$ cat config.mk
export PLATFORM = sky130hd
export DESIGN_NAME = memwb_skid_reg
export DESIGN_NICKNAME = d
export VERILOG_FILES = /design/src/rtl/memwb_skid_reg_pkg.sv /design/src/rtl/memwb_skid_reg.sv
export SDC_FILE = /design/constraint.sdc
export NUM_CORES = 1
export LEC_CHECK = 0
export BUFFER_PORTS_ARGS = -buffer_cell sky130_fd_sc_hd__clkbuf_2
export CAP_MARGIN = 15
export CORE_MARGIN = 3
export CORE_UTILIZATION = 25
export CTS_BUF_LIST = sky130_fd_sc_hd__clkbuf_4
export DETAILED_ROUTE_END_ITERATION = 12
export SLEW_MARGIN = 10
export SYNTH_ARGS = -nofsm -noshare
export SYNTH_HDL_FRONTEND = slang
export SYNTH_SLANG_ARGS = --single-unit
$ cat constraint.sdc
create_clock -name clk -period 3.1 [get_ports clk]
set_input_delay 0.155 -clock clk [delete_from_list [all_inputs] [get_ports clk]]
set_output_delay 0.155 -clock clk [all_outputs]
set_load 0.01 [all_outputs]
$ cat src/rtl/memwb_skid_reg_pkg.sv
// Shared types for the MEM/WB skid register.
//   wb_beat_t     : one write-back beat {wb_en, rd, result, s_flag}
//   skid_state_e  : occupancy state; the encoding equals the entry count
//   beat_commits  : true when a beat at the head may write the regfile
// The struct widths are the block's default XLEN / RADDR_W. Instances must
// keep XLEN and RADDR_W equal to WB_XLEN and WB_RADDR_W.
package memwb_skid_reg_pkg;

    localparam int unsigned WB_XLEN    = 32;
    localparam int unsigned WB_RADDR_W = 5;

    // Encoding doubles as the occupancy count reported on occ.
    typedef enum logic [1:0] {
        EMPTY = 2'd0,
        ONE   = 2'd1,
        FULL  = 2'd2
    } skid_state_e;

    typedef struct packed {
        logic                  wb_en;
        logic [WB_RADDR_W-1:0] rd;
        logic [WB_XLEN-1:0]    result;
        logic                  s_flag;
    } wb_beat_t;

    // A beat commits only if it requests write-back, is a committed
    // (stage-valid) beat, and does not target x0 while suppression is on.
    function automatic logic beat_commits(input wb_beat_t beat, input logic zero_suppress);
        return beat.wb_en & beat.s_flag &
               ((beat.rd != {WB_RADDR_W{1'b0}}) | ~zero_suppress);
    endfunction

endpackage

$ cat src/rtl/memwb_skid_reg.sv
// MEM/WB pipeline register built as a 2-entry skid buffer (HEAD, SKID).
// in_ready is registered so the upstream handshake never depends
// combinationally on out_ready; the SKID entry absorbs the one beat that can
// arrive in the cycle the downstream stalls.
// Ports:
//   clk, rst_n               clock (rising edge), async active-low reset
//   flush                    synchronous kill: empties the buffer next edge
//   in_valid / in_ready      upstream handshake
//   in_wb_en, in_rd,
//   in_result, in_s_flag     incoming beat fields
//   out_ready / out_valid    downstream handshake on the HEAD entry
//   regbag_w_en/_addr/_data  regfile write port driven from HEAD
//   s_flag_o                 HEAD s_flag qualified by out_valid
//   occ                      number of stored entries (0..2)
module memwb_skid_reg
    import memwb_skid_reg_pkg::*;
#(
    parameter int unsigned XLEN          = WB_XLEN,
    parameter int unsigned RADDR_W       = WB_RADDR_W,
    parameter bit          ZERO_SUPPRESS = 1'b1
) (
    input  logic               clk,
    input  logic               rst_n,
    input  logic               flush,
    input  logic               in_valid,
    output logic               in_ready,
    input  logic               in_wb_en,
    input  logic [RADDR_W-1:0] in_rd,
    input  logic [XLEN-1:0]    in_result,
    input  logic               in_s_flag,
    input  logic               out_ready,
    output logic               out_valid,
    output logic               regbag_w_en,
    output logic [RADDR_W-1:0] regbag_w_addr,
    output logic [XLEN-1:0]    regbag_w_data,
    output logic               s_flag_o,
    output logic [1:0]         occ
);

    skid_state_e state_r;
    skid_state_e state_nx_s;
    logic        in_ready_r;
    wb_beat_t    head_r;
    wb_beat_t    skid_r;
    wb_beat_t    in_beat_s;
    logic        accept_s;
    logic        pop_s;
    logic        out_valid_s;
    logic        w_en_s;
    logic        s_flag_s;
    logic [1:0]  occ_s;

    // Pack the incoming fields into one beat.
    always_comb begin
        in_beat_s        = '0;
        in_beat_s.wb_en  = in_wb_en;
        in_beat_s.rd     = in_rd;
        in_beat_s.result = in_result;
        in_beat_s.s_flag = in_s_flag;
    end

    assign accept_s = in_valid & in_ready_r;
    assign pop_s    = out_valid_s & out_ready;

    // State register; in_ready is registered from the next state so it is
    // exactly (state != FULL) without any path from out_ready.
    always_ff @(posedge clk or negedge rst_n) begin
        if (!rst_n) begin
            state_r    <= EMPTY;
            in_ready_r <= 1'b0;
        end else begin
            state_r    <= state_nx_s;
            in_ready_r <= (state_nx_s != FULL);
        end
    end

    // Next-state logic; flush wins over any accept or pop.
    always_comb begin
        state_nx_s = state_r;
        if (flush) begin
            state_nx_s = EMPTY;
        end else begin
            case (state_r)
                EMPTY: begin
                    if (accept_s) state_nx_s = ONE;
                    else          state_nx_s = EMPTY;
                end
                ONE: begin
                    if (accept_s && !pop_s)      state_nx_s = FULL;
                    else if (pop_s && !accept_s) state_nx_s = EMPTY;
                    else                         state_nx_s = ONE;
                end
                FULL: begin
                    if (pop_s) state_nx_s = ONE;
                    else       state_nx_s = FULL;
                end
                default: state_nx_s = EMPTY;
            endcase
        end
    end

    // Entry storage. Entries are left untouched on pop-to-empty and on
    // flush so the write address/data hold their last values.
    always_ff @(posedge clk or negedge rst_n) begin
        if (!rst_n) begin
            head_r <= '0;
            skid_r <= '0;
        end else if (!flush) begin
            case (state_r)
                EMPTY: begin
                    if (accept_s) head_r <= in_beat_s;
                end
                ONE: begin
                    if (accept_s && pop_s) head_r <= in_beat_s;
                    else if (accept_s)     skid_r <= in_beat_s;
                end
                FULL: begin
                    if (pop_s) head_r <= skid_r;
                end
                default: ;
            endcase
        end
    end

    // Output decode from the state register and HEAD entry.
    always_comb begin
        out_valid_s = 1'b0;
        occ_s       = 2'd0;
        w_en_s      = 1'b0;
        s_flag_s    = 1'b0;
        case (state_r)
            EMPTY: begin
                out_valid_s = 1'b0;
                occ_s       = 2'd0;
            end
            ONE: begin
                out_valid_s = 1'b1;
                occ_s       = 2'd1;
            end
            FULL: begin
                out_valid_s = 1'b1;
                occ_s       = 2'd2;
            end
            default: begin
                out_valid_s = 1'b0;
                occ_s       = 2'd0;
            end
        endcase
        // A flushed beat must never reach the regfile.
        if (out_valid_s && !flush) begin
            w_en_s = out_ready & beat_commits(head_r, ZERO_SUPPRESS);
        end else begin
            w_en_s = 1'b0;
        end
        s_flag_s = out_valid_s & head_r.s_flag;
    end

    assign in_ready      = in_ready_r;
    assign out_valid     = out_valid_s;
    assign regbag_w_en   = w_en_s;
    assign regbag_w_addr = head_r.rd;
    assign regbag_w_data = head_r.result;
    assign s_flag_o      = s_flag_s;
    assign occ           = occ_s;

endmodule
==> results_dict.tcl <==
set metrics [dict create \
    yosys_warnings 0 \
    synthTopCellsByArea "dfrtp_1, mux2_2, buf_4" \
    cts_setup_buffers 0 \
    path_class "reg2reg" \
    gr-usage-all-layers 0.0979 \
    synthAdderAreaFrac 0.0223 \
    r2r_start "state_r[0]" \
    cp-end-kind "flop" \
    ys_seq_elements 81 \
    crit_fanout 39 \
    period_minus_slack_ps 2510 \
    synth_top_family_by_area "multiplexers" \
    rrSetupSlack_ps 590 \
    fill_cells 1574 \
    boundaryPins 87 \
    crit_arrival_ps 2840 \
    crit_start "state_r[0]" \
    yosys.area_share.xor_xnor 0 \
    area_growth_pct 23.9 \
    htree_num_levels 3 \
    cts_sinks 81 \
    multi_input_area_um2 1540 \
    clock_latency_ps 440 \
    fin_util 0.318 \
    first_pass_iters 6 \
    core_area_um2 15300 \
    synth_edf_count 0 \
    cts_buffers 9 \
    cts_root_buffer "clkbuf_4" \
    period_share 0.810 \
    die_h_um 131 \
    final_area_um2 4870 \
    antenna_cells 0 \
    start_kind "flop" \
    fmax_ghz 0.398 \
    hold_path_class "in2reg" \
    worstPathRequired_ps 3430 \
    synth_common_cells "mux2_2, dfrtp_1, buf_4" \
    dp_hpwl_mm 5.08 \
    synth.area.mux_share 0.335 \
    powerDensity_nw_per_um2 623 \
    grt_pass1_vias 2649 \
    syn_area_um2 3930 \
    ctsHoldBuffers 41 \
    synth_top_area_share 0.516 \
    clockBufferDepth 2 \
    worstReg2RegEnd "skid_r[4]" \
    grt_setup_unrepaired "no" \
    cpPeakStageDelay_ps 400 \
    layout-drive-gt1-share 0.574 \
    start_util 0.257 \
    drt.antenna.violating_nets 0 \
    place_congestion 0.703 \
    portBuffers 86 \
    synth-main-ff-cell "dfrtp_1" \
    synth_compound_area_frac 0.0108 \
    vias 2386 \
    yosysTopAreaCell "dfrtp_1" \
    grt_start_max_net_pins 82 \
    rows 45 \
    drc_errors 0 \
    crit_slowest_cell "dfrtp_1" \
    wl_mm 7.86 \
    worst_slew_pin_slew_ps 601 \
    cts_tree "done" \
    pre_cts_ws_ps 615 \
    placed_area_um2 4320 \
    synth-simple-area-share 0.0213 \
    drtIter0Drc 44 \
    fin_ws_ps 588 \
    cp_cell_sequence "inv_1, ha_1, nand2_1, inv_1, ha_1, nor2b_1, nor3b_4, buf_12, mux2_2" \
    drv_slew 0 \
    synth_cell_types 22 \
    clk_pin_slew_ps 130 \
    ctsResizeCount 0 \
    yosysMostFrequentCell "mux2_2" \
    p_leak_nw 2.15 \
    syn_avg_cell_area_um2 14.2 \
    final_cells 584 \
    peakVddDrop_v 0.000279 \
    grt_pass1_wl_mm 13.3 \
    fp.dieW_um 131 \
    seq_area_frac_synth 0.516 \
    antenna_found_initial 0 \
    grt_overflow 0 \
    hold_viol_final 0 \
    setup_viol 0 \
    async_flop_share 1.00 \
    setup-tns-final_ps 0 \
    cap_violations 0 \
    syn_inst 277 \
    wl_per_cell_um 13.5 \
    slew_headroom 0.600 \
    nets 421 \
    dieArea_um2 17300 \
    placedCellCount 528 \
    crit_end "skid_r[4]" \
    rr_worst_depth 9 \
    synth.net_count 328 \
    regArea_um2 2030 \
    status "completed" \
    finalClockSkew_ps 21.7 \
    viasPerCell 4.09 \
]
## critical path, delay by kind of cell, from the launching register on
| family | cells | cell delay (ps) |
|---|---|---|
| multiplexers | 1 | 370 |
| buffers and inverters | 3 | 430 |
| flip-flops | 1 | 400 |
| AND/OR/NAND/NOR | 3 | 670 |
| adder cells (fa/ha/maj) | 2 | 520 |
## where the power goes
part / switching [mW] / leakage [nW] / internal, mW / total (mW)
Sequential: 0.179 / 0.964 / 1.42 / 1.60
Clock: 0.352 / 0.0688 / 0.231 / 0.583
Combinational: 0.349 / 1.12 / 0.500 / 0.849
## worst min path at each step
stage,startpoint,end,slack [ps],depth (start not counted)
2_1_floorplan,rst_n,head_r[0],-140,0
3_3_place_gp,rst_n,regbag_w_data[5],400,1
3_5_place_dp,in_result[5],skid_r[6],410,2
4_1_cts,flush,state_r[0],80,3
5_1_grt,flush,state_r[0],110,3
6_report,flush,state_r[0],160,3
## through the flow
step | power, mW | hold WS (ps)
after floorplan | 2.33 | -141
after detailed placement | 2.46 | 408
after global routing | 3.26 | 113
after CTS | 3.11 | 82.5
final | 3.03 | 161
after global placement | 2.41 | 401
## registers in the layout (all words and copies together) (netlist names)
name / flops
state_r: 2
head_r: 2
skid_r: 39
in_ready: 1
regbag_w_data: 32
regbag_w_addr: 5
## routing by layer
metal,GRT usage,routed length (um)
met1,0.115,3430
met2,0.166,3910
met3,0.0333,399
met4,0.0368,119
met5,0,0
## kinds of logic after synthesis
group	count (synthesis)
multiplexers	117
AO/OA/AOI/OAI	3
AND/OR/NAND/NOR	15
adder cells (fa/ha/maj)	7
flip-flops	81
buffers and inverters	54
## cells in the final DEF (no fill, tap or decap)
master         count
and2_1             1
nor2b_1            2
clkinv_1           1
dlygate4sd3_1     41
bufinv_16          1
ha_2               1
inv_1              4
dfrtp_1           81
nor3b_4            1
or4_1              1
a21oi_1            1
buf_4              4
nor4_1             1
a222oi_1           1
nand2b_1           1
nand2_1            5
ha_1               6
clkbuf_4           9
mux2_1            10
or2_1              1
a2111oi_4          1
nor2_1             2
clkbuf_2          85
clkinv_2           3
mux2_2           107
buf_12             2
## area by class of cell
class,instances,area share
clock buffers,9,0.0139
clock inverters,5,0.0100
inverters,4,0.00308
multi-input cells,142,0.316
flip-flops and latches,81,0.416
well taps,211,0.0542
repair buffers,132,0.186
Power figures use the tool's default switching activity.
